==> src/rtl/uart_pkg.sv <==
// Shared definitions for the UART core: line codes, FSM states, error word and bit-period helpers.
package uart_pkg;

    localparam int unsigned CNT_W = 16;

    localparam logic [1:0] PARITY_NONE     = 2'b00;
    localparam logic [1:0] PARITY_ODD      = 2'b01;
    localparam logic [1:0] PARITY_EVEN     = 2'b10;
    localparam logic [1:0] PARITY_NONE_ALT = 2'b11;

    localparam logic [1:0] BAUD_2400  = 2'b00;
    localparam logic [1:0] BAUD_4800  = 2'b01;
    localparam logic [1:0] BAUD_9600  = 2'b10;
    localparam logic [1:0] BAUD_19200 = 2'b11;

    typedef enum logic [2:0] {
        ST_IDLE,
        ST_START,
        ST_DATA,
        ST_PARITY,
        ST_STOP
    } uart_state_e;

    typedef struct packed {
        logic stop_err;
        logic start_err;
        logic parity_err;
    } rx_err_t;

    // Clock cycles per bit, truncated.
    function automatic logic [CNT_W-1:0] bit_period(input int unsigned clk_freq,
                                                    input logic [1:0] baud);
        int unsigned rate;
        case (baud)
            BAUD_2400: rate = 2400;
            BAUD_4800: rate = 4800;
            BAUD_9600: rate = 9600;
            default:   rate = 19200;
        endcase
        return CNT_W'(clk_freq / rate);
    endfunction

    function automatic logic parity_enabled(input logic [1:0] mode);
        return (mode == PARITY_ODD) || (mode == PARITY_EVEN);
    endfunction

    function automatic logic parity_bit(input logic [1:0] mode, input logic [7:0] data);
        return (mode == PARITY_ODD) ? ~^data : ^data;
    endfunction

endpackage

==> src/rtl/uart_bit_timer.sv <==
// Bit-period tick generator: reloadable down-counter, first period optionally halved for mid-bit sampling.
module uart_bit_timer
    import uart_pkg::*;
(
    input  logic             clock,
    input  logic             reset,
    input  logic             load,
    input  logic             half,
    input  logic             enable,
    input  logic [CNT_W-1:0] period,
    output logic             tick_c
);

    logic [CNT_W-1:0] period_q;
    logic [CNT_W-1:0] count_q;

    // Period is captured on load so baud changes only apply at the next frame.
    always_ff @(posedge clock) begin
        if (reset) begin
            period_q <= '0;
            count_q  <= '0;
        end else if (load) begin
            period_q <= period;
            count_q  <= half ? (period >> 1) : period;
        end else if (enable) begin
            if (count_q <= CNT_W'(1))
                count_q <= period_q;
            else
                count_q <= count_q - CNT_W'(1);
        end
    end

    assign tick_c = enable && (count_q == CNT_W'(1));

endmodule

==> src/rtl/uart_txrx_unit.sv <==
// Full-duplex 8-bit UART: independent TX and RX frame FSMs sharing parity/baud selection.
module uart_txrx_unit
    import uart_pkg::*;
#(
    parameter int unsigned CLK_FREQ = 100_000_000
) (
    input  logic       clock,
    input  logic       reset,
    input  logic [1:0] parity_type,
    input  logic [1:0] baud_rate,
    input  logic       tx_send,
    input  logic [7:0] tx_data_in,
    output logic       tx_serial,
    output logic       tx_active_flag,
    output logic       tx_done_flag,
    input  logic       rx_serial,
    output logic [7:0] rx_data_out,
    output logic [2:0] rx_error_flag,
    output logic       rx_active_flag,
    output logic       rx_done_flag
);

    logic [CNT_W-1:0] period_sel;
    assign period_sel = bit_period(CLK_FREQ, baud_rate);

    // ---------------- transmitter ----------------
    uart_state_e tx_state_q, tx_state_d;
    logic [2:0]  tx_idx_q, tx_idx_d;
    logic [7:0]  tx_data_q;
    logic [1:0]  tx_par_q;
    logic        tx_load, tx_tick_c;
    logic        tx_serial_d, tx_active_d, tx_done_d;

    uart_bit_timer u_tx_timer (
        .clock  (clock),
        .reset  (reset),
        .load   (tx_load),
        .half   (1'b0),
        .enable (tx_state_q != ST_IDLE),
        .period (period_sel),
        .tick_c (tx_tick_c)
    );

    always_ff @(posedge clock) begin
        if (reset) begin
            tx_state_q     <= ST_IDLE;
            tx_idx_q       <= '0;
            tx_data_q      <= '0;
            tx_par_q       <= PARITY_NONE;
            tx_serial      <= 1'b1;
            tx_active_flag <= 1'b0;
            tx_done_flag   <= 1'b0;
        end else begin
            tx_state_q     <= tx_state_d;
            tx_idx_q       <= tx_idx_d;
            tx_serial      <= tx_serial_d;
            tx_active_flag <= tx_active_d;
            tx_done_flag   <= tx_done_d;
            if (tx_load) begin
                tx_data_q <= tx_data_in;
                tx_par_q  <= parity_type;
            end
        end
    end

    always_comb begin
        tx_state_d = tx_state_q;
        tx_idx_d   = tx_idx_q;
        tx_load    = 1'b0;
        case (tx_state_q)
            ST_IDLE: if (tx_send) begin
                tx_state_d = ST_START;
                tx_load    = 1'b1;
            end
            ST_START: if (tx_tick_c) begin
                tx_state_d = ST_DATA;
                tx_idx_d   = '0;
            end
            ST_DATA: if (tx_tick_c) begin
                if (tx_idx_q == 3'd7)
                    tx_state_d = parity_enabled(tx_par_q) ? ST_PARITY : ST_STOP;
                else
                    tx_idx_d = tx_idx_q + 3'd1;
            end
            ST_PARITY: if (tx_tick_c) tx_state_d = ST_STOP;
            ST_STOP:   if (tx_tick_c) tx_state_d = ST_IDLE;
            default:   tx_state_d = ST_IDLE;
        endcase
    end

    // Line level follows the state being entered so it is registered with the state.
    always_comb begin
        tx_serial_d = 1'b1;
        tx_active_d = (tx_state_d != ST_IDLE);
        tx_done_d   = (tx_state_q == ST_STOP) && tx_tick_c;
        case (tx_state_d)
            ST_START:  tx_serial_d = 1'b0;
            ST_DATA:   tx_serial_d = tx_data_q[tx_idx_d];
            ST_PARITY: tx_serial_d = parity_bit(tx_par_q, tx_data_q);
            default:   tx_serial_d = 1'b1;
        endcase
    end

    // ---------------- receiver ----------------
    uart_state_e rx_state_q, rx_state_d;
    logic [2:0]  rx_idx_q, rx_idx_d;
    logic [7:0]  rx_shift_q;
    logic [1:0]  rx_par_q;
    logic        rx_par_bit_q;
    logic        rx_s1, rx_s2, rx_s3;
    logic        rx_load, rx_tick_c;
    logic        rx_active_d, rx_done_d;
    logic [7:0]  rx_data_d;
    rx_err_t     rx_err_d;

    uart_bit_timer u_rx_timer (
        .clock  (clock),
        .reset  (reset),
        .load   (rx_load),
        .half   (1'b1),
        .enable (rx_state_q != ST_IDLE),
        .period (period_sel),
        .tick_c (rx_tick_c)
    );

    always_ff @(posedge clock) begin
        if (reset) begin
            {rx_s1, rx_s2, rx_s3} <= 3'b111;
            rx_state_q     <= ST_IDLE;
            rx_idx_q       <= '0;
            rx_shift_q     <= '0;
            rx_par_q       <= PARITY_NONE;
            rx_par_bit_q   <= 1'b0;
            rx_data_out    <= '0;
            rx_error_flag  <= '0;
            rx_active_flag <= 1'b0;
            rx_done_flag   <= 1'b0;
        end else begin
            {rx_s1, rx_s2, rx_s3} <= {rx_serial, rx_s1, rx_s2};
            rx_state_q     <= rx_state_d;
            rx_idx_q       <= rx_idx_d;
            rx_data_out    <= rx_data_d;
            rx_error_flag  <= rx_err_d;
            rx_active_flag <= rx_active_d;
            rx_done_flag   <= rx_done_d;
            if (rx_load)
                rx_par_q <= parity_type;
            if ((rx_state_q == ST_DATA) && rx_tick_c)
                rx_shift_q <= {rx_s2, rx_shift_q[7:1]};
            if ((rx_state_q == ST_PARITY) && rx_tick_c)
                rx_par_bit_q <= rx_s2;
        end
    end

    always_comb begin
        rx_state_d = rx_state_q;
        rx_idx_d   = rx_idx_q;
        rx_load    = 1'b0;
        case (rx_state_q)
            ST_IDLE: if (rx_s3 && !rx_s2) begin
                rx_state_d = ST_START;
                rx_load    = 1'b1;
            end
            ST_START: if (rx_tick_c) begin
                rx_state_d = rx_s2 ? ST_IDLE : ST_DATA;
                rx_idx_d   = '0;
            end
            ST_DATA: if (rx_tick_c) begin
                if (rx_idx_q == 3'd7)
                    rx_state_d = parity_enabled(rx_par_q) ? ST_PARITY : ST_STOP;
                else
                    rx_idx_d = rx_idx_q + 3'd1;
            end
            ST_PARITY: if (rx_tick_c) rx_state_d = ST_STOP;
            ST_STOP:   if (rx_tick_c) rx_state_d = ST_IDLE;
            default:   rx_state_d = ST_IDLE;
        endcase
    end

    // Error word and data only change on an aborted start or at the stop sample.
    always_comb begin
        rx_active_d = (rx_state_d != ST_IDLE);
        rx_done_d   = (rx_state_q == ST_STOP) && rx_tick_c;
        rx_data_d   = rx_data_out;
        rx_err_d    = rx_err_t'(rx_error_flag);
        if ((rx_state_q == ST_START) && rx_tick_c && rx_s2)
            rx_err_d = '{stop_err: 1'b0, start_err: 1'b1, parity_err: 1'b0};
        if (rx_done_d) begin
            rx_data_d           = rx_shift_q;
            rx_err_d.stop_err   = ~rx_s2;
            rx_err_d.start_err  = 1'b0;
            rx_err_d.parity_err = parity_enabled(rx_par_q) &&
                                  (rx_par_bit_q != parity_bit(rx_par_q, rx_shift_q));
        end
    end

endmodule

==> config.mk <==
export PLATFORM = sky130hd
export DESIGN_NAME = uart_txrx_unit
export DESIGN_NICKNAME = d
export VERILOG_FILES = /design/src/rtl/uart_pkg.sv /design/src/rtl/uart_bit_timer.sv /design/src/rtl/uart_txrx_unit.sv
export SDC_FILE = /design/constraint.sdc
export NUM_CORES = 1
export LEC_CHECK = 0
export ABC_AREA = 1
export BUFFER_PORTS_ARGS = -buffer_cell sky130_fd_sc_hd__buf_2
export CAP_MARGIN = 15
export CORE_ASPECT_RATIO = 1.5
export CORE_MARGIN = 3
export CORE_UTILIZATION = 45
export CTS_CLUSTER_DIAMETER = 100
export DETAILED_ROUTE_END_ITERATION = 8
export PLACE_DENSITY_LB_ADDON = 0.2
export SYNTH_ARGS = -nofsm -noshare
export SYNTH_HDL_FRONTEND = slang
export SYNTH_SLANG_ARGS = --single-unit
export TNS_END_PERCENT = 10
==> constraint.sdc <==
create_clock -name clock -period 18.4 [get_ports clock]
set_input_delay 0 -clock clock [delete_from_list [all_inputs] [get_ports clock]]
set_output_delay 0 -clock clock [all_outputs]
set_load 0.02 [all_outputs]
# Word-level counts from Yosys, hierarchy flattened
# Cells that the tools add are included.
[classes] div=1 n_mux=43 order_cmp=3 n_eq_ne=25 reduce_logical=31 n_addsub=4 bitwise=1
[ops] op="3-bit two-way mux" count=22
[ops] op="16-bit two-way mux" count=4
[ops] op="15-bit case mux with 3 select lines" count=1
[ops] op="27-bit by 32-bit divider with 32-bit output (first input constant)" count=1
[ops] op="16-bit by 1-bit == test with 1-bit output (second input constant)" count=2
[ops] op="16-bit by 1-bit less-or-equal comparator with 1-bit output (second input constant)" count=2
[ops] op="16-bit by 1-bit subtractor with 16-bit output (second input constant)" count=2
[ops] op="15-bit two-way mux" count=2
[ops] op="3-bit case mux with 5 select lines" count=2
[ops] op="3-bit by 2-bit == test with 1-bit output (second input constant)" count=6
[ops] op="8-bit XNOR reduction" count=2
[ops] op="8-bit parity" count=2
[ops] op="3-bit == test (second input constant)" count=4
[ops] op="3-bit case mux with 2 select lines" count=2
[ops] op="3-bit nonzero test" count=4
[ops] op="1-bit logical AND" count=10
[ops] op="3-bit by 1-bit == test with 1-bit output (second input constant)" count=3
[ops] op="2-bit nonzero test" count=4
[ops] op="1-bit two-way mux" count=7
[ops] op="3-bit by 1-bit adder with 3-bit output (second input constant)" count=2
[ops] op="2-bit by 1-bit == test with 1-bit output (second input constant)" count=3
[ops] op="2-bit == test (second input constant)" count=3
[ops] op="3-bit zero test" count=2
[ops] op="2-bit inequality test (second input constant)" count=3
[ops] op="11 further kinds" count=13
[word_totals] out_inout_bits=16 reg_bits=116 in_bits=16

# Logic depth before layout (Yosys ltp)
[logic_depth] depth_word=8 mapped_depth=92 depth_no_buf=89

# By module
# A second synthesis with hierarchy kept.
[hier_totals] hier_cells=1547 hier_area_um2=9459.1
[modules_own_cells] mod="uart_txrx_unit" n_inst=1 area_per_inst_um2=5255.0 cells_per_inst=853
[modules_own_cells] mod="uart_bit_timer" n_inst=2 area_per_inst_um2=2102.0 cells_per_inst=347

# Least setup slack after synthesis
# No wires, ideal clock.
[synth_path] kind="input to register" startpoint="input baud_rate[1]" endpoint="register u_tx_timer.count_q[2]" setup_ns=0.128 arrival_ns=9.028 slack_ns=9.244 stages=85 required_ns=18.272 cell_sequence="inv_1 ha_1 clkbuf_8 inv_1 ha_1 nand3_2 nor2_1 clkinv_1 nor2_1 ha_1 nand2_2 nand2_2 nand2_2 nand2_1 o21ai_0 inv_1 ha_1 nor2_1 [49 not listed] nand2_1 nand2_1 nand2_1 nor2_4 nand3_2 buf_6 nand3_1 nand2_1 nand2_1 nand3_2 o21bai_1 nand4_1 nand2_1 nand2_1 nand2_2 nand2_1 nand2_1 a21oi_1"
[synth_between] elab_chain_len=4 word_cells_on_any_way=6 cone_classes="div: 1; eq/ne: 2; mux: 2; reduce/logical: 1"
[synth_lines] element="from (decl)" line_no="uart_txrx_unit.sv:10" text="input logic [1:0] baud_rate,"
[synth_lines] element="2-bit == test, or another cell as far along" line_no="uart_pkg.sv:34" text="case (baud)"
[synth_lines] element="15-bit case mux with 3 select lines *" line_no="uart_pkg.sv:34"
[synth_lines] element="27-bit by 32-bit divider with 32-bit output *" line_no="uart_pkg.sv:40" text="return CNT_W'(clk_freq / rate);"
[synth_lines] element="16-bit two-way mux *" line_no="uart_bit_timer.sv:22" text="end else if (load) begin"
[synth_lines] element="to (signal assigned)" line_no="uart_bit_timer.sv:24" text="count_q <= half ? (period >> 1) : period;"
[synth_lines] element="to (signal assigned)" line_no="uart_bit_timer.sv:27" text="count_q <= period_q;"
[synth_lines] element="to (signal assigned)" line_no="uart_bit_timer.sv:29" text="count_q <= count_q - CNT_W'(1);"
[synth_lines] element="to (decl)" line_no="uart_bit_timer.sv:15" text="logic [CNT_W-1:0] count_q;"
# Mark *: on every way between the ends. The rest lies on a longest branch, timed or not.
# A chain may end at the register's enable or synchronous reset.

# Final worst setup path
[layout_path] startpoint="input baud_rate[0]" endpoint="register u_tx_timer.count_q[2]"
# The elaborated chain is that of the path after synthesis.

==> results.yml <==
yosys:
  yosys.area.top_type: "dfxtp_1"
  yosysTopAreaCellShare_pct: 26.0
  synth-compound-area-share_pct: 17.7
  avgSynthCellArea_um2: 6.49
  yosysWarnings: 0
  synth_fp_nets: 1356
  synth_top_family_by_area: "simple AND/OR/NAND/NOR gates"
  synth_area_mm2: 0.00847
  synth_fa_ha_area_share_pct: 5.17
  synth.mux.area_fraction_pct: 0
  syn-instance-count: 1305
  synth_simple_gate_area_share_pct: 35.7
  async_flop_share_pct: 0
  synthXorXnorAreaFrac_pct: 4.45
  ys_seq_area_share_pct: 26.0
  ys.flop_type: "dfxtp_1"
  synth_edf_count: 0
  synth.area.top_cells: "dfxtp_1 26%, nand2_1 15%, inv_1 6.6%, nor2_1 5.6%, nand3_1 5.4%"
  synth_cell_type_count: 58
  yosys_register_bits: 110
floorplanning:
  ios: 32
  die_h_um: 174
  dieArea_mm2: 0.0205
  std_cell_rows: 60
  start_util_pct: 46.4
  die_w_um: 118
  design.core.area_mm2: 0.0182
global_routing:
  grt_max_degree: 64
  antenna_found_initial: 0
  grt_pass1_vias: 8221
  grt_overflow: 0
  grt_use_total_pct: 22.2
  grt_pass1_wl_um: 38200
clock_network:
  postCtsResizedCells: 0
  htree_levels: 3
  path_clk_slew_ns: 0.07
  root_buffer: "clkbuf_16"
  cts_hold_buf: 11
  clk_latency_ns: 0.34
  cts_max_path_buffers: 2
  clock_sinks: 110
  cts_buffers: 9
  cts_tree: "built"
  post_cts_buffers: 0
routing:
  dr.first_iter.drc_count: 539
  wl_per_cell_um: 14.8
  firstDrtPassIters: 7
  vias: 8551
  wl_um: 23400
  drc: 0
  final_antenna_net_count: 0
  viasPerCell: 5.42
setup_path:
  path_class: "input pin to register"
  setup.worst_path.start_class: "input pin"
  crit_fanout: 23
  worstSetupEndpointType: "register"
  cpMaxStageDelayCell: "clkinv_1"
  cp.arrival_ns: 11.08
  cpPeakStageDelay_ns: 0.51
  critPathLaunch: "baud_rate[0]"
  r2r-start: "u_tx_timer.count_q[4]$_SDFFE_PP0P_"
  worst_ep_required_time_ns: 18.60
  worst_r2r_path_depth: 15
  timing.critical_path.mode_cell: "nand2_1"
placement:
  gp_congestion: 0.955
  post-dp-hpwl_um: 17300
  dpl_cell_area_mm2: 0.00869
  port_buffers: 31
flow_run:
  max-cap-violations: 0
worst_hold_path:
  min_path_cells: 5
  min-delay-path-class: "input pin to register"
  hold_start: "tx_send"
finish:
  area_delta_synth_final_pct: 7.80
  fin_util_pct: 50.1
  fin_nets: 1377
  layout.cells.most_common_list: "332 x nand2_1, 150 x inv_1, 127 x nor2_1"
  antennaDiodeCount: 0
  layout_commonest_cell: "nand2_1"
  drive_gt1_share_pct: 10.4
  postLayoutCellArea_mm2: 0.00913
timing:
  fin_worst_skew_ns: 0.00944
  tightest_slew_ns: 1.09
  maxSlewViolCount: 0
  fin_crit_sh_pct: 59.2
  finalHoldViolCount: 0
  relSlewSlack_pct: 27.3
  fmax_mhz: 91.8
  setup_viol_count_final: 0
  rsz0062_at_grt: "no"
  fin_crit_ns: 10.89
  finalSetupTns_ns: 0
pwr:
  peakVddDrop_v: 0.0000630
  p_leak_nw: 4.30
  power_mw: 0.744
  cellPowerDensity_mw_per_mm2: 81.4
run_status:
  status: "finished clean"
-- registers in the layout, indices dropped and copies added (netlist names), 2 cells and up --
signal	flops
tx_idx_q	3
tx_par_q	2
rx_par_q	2
u_rx_timer.count_q	16
u_tx_timer.count_q	16
u_rx_timer.period_q	13
u_tx_timer.period_q	13
rx_data_out	8
rx_error_flag	3
rx_state_q	3
rx_idx_q	3
tx_data_q	8
rx_shift_q	8
tx_state_q	3
-- metal layers --
| layer | wire length (um) | GRT usage, % |
|---|---|---|
| met1 | 9410 | 23.7 |
| met2 | 12400 | 43.1 |
| met3 | 766 | 2.25 |
| met4 | 855 | 10.4 |
| met5 | 0 | 0 |
-- cell usage after synthesis (2+ instances only) --
library cell and instances:
a211oi_1 7, a21oi_1 62, a221oi_1 2, a31oi_1 29, and2_1 2, buf_4 5, buf_6 11, clkbuf_1 21
clkbuf_8 7, clkinv_1 3, dfxtp_1 110, ha_1 35, inv_1 150, inv_2 2, nand2_1 332, nand2_2 27
nand2_4 14, nand3_1 92, nand3_2 8, nand3b_1 4, nand4_1 13, nor2_1 127, nor2_2 3, nor2_4 5
nor3_1 21, nor4_1 2, o211ai_1 19, o21a_1 5, o21ai_0 90, o21ai_1 8, o21ai_2 3, o21bai_1 2
o221ai_1 4, o22ai_1 3, o31ai_1 5, or2_2 8, or3_1 2, xnor2_1 15, xor2_1 28
-- worst max-delay path: cells and delay by family --
family / cells / cell delay (ns)
buffers and inverters: 10 / 1.57
and+or+nand+nor: 58 / 5.56
adders and majority gates: 8 / 2.32
AOI/OAI and AO/OA: 11 / 1.62
-- path summary, 6_finish.rpt --
| path | to | slack [ns] |
|---|---|---|
| max reg2reg | tx_serial$_SDFF_PP1_ | 15.61 |
| min | u_tx_timer.count_q[14]$_SDFFE_PP0P_ | 0.15 |
| min reg2reg | rx_s2$_SDFF_PP1_ | 0.42 |
| max | u_tx_timer.count_q[2]$_SDFFE_PP0P_ | 7.51 |
-- cell type report --
class,instances,area [um^2]
sequential,110,2200
multi-input combinational,994,5330
clock buffer,12,256
fill,1937,9110
timing repair buffer,56,370
clock inverter,4,76.3
tap,248,310
inverter,155,582
-- cell families (layout without fill, tap and decap cells) --
| group | count (synthesis) | after routing |
|---|---|---|
| AOI/OAI and AO/OA | 252 | 252 |
| xor gates and xnor gates | 43 | 43 |
| adders and majority gates | 35 | 35 |
| buffers and inverters | 201 | 227 |
| DFF | 110 | 110 |
| and+or+nand+nor | 664 | 664 |
-- report_power, final --
part | internal (mW) | total [mW] | switching, mW | leakage, nW
combinational | 0.0903 | 0.262 | 0.172 | 3.25
clock | 0.127 | 0.216 | 0.0884 | 0.159
sequential | 0.253 | 0.266 | 0.0126 | 0.898
-- per-stage QoR --
step           std cells  hold slack, ns  setup WS [ns]
6_report            1579           0.151           7.51
5_1_grt             1579           0.168           6.43
4_1_cts             1579           0.139           7.61
3_5_place_dp        1552           0.189           7.28
3_3_place_gp        1552           0.189           7.63
2_1_floorplan       1305           0.104           9.24
Power figures use the tool's default switching activity.
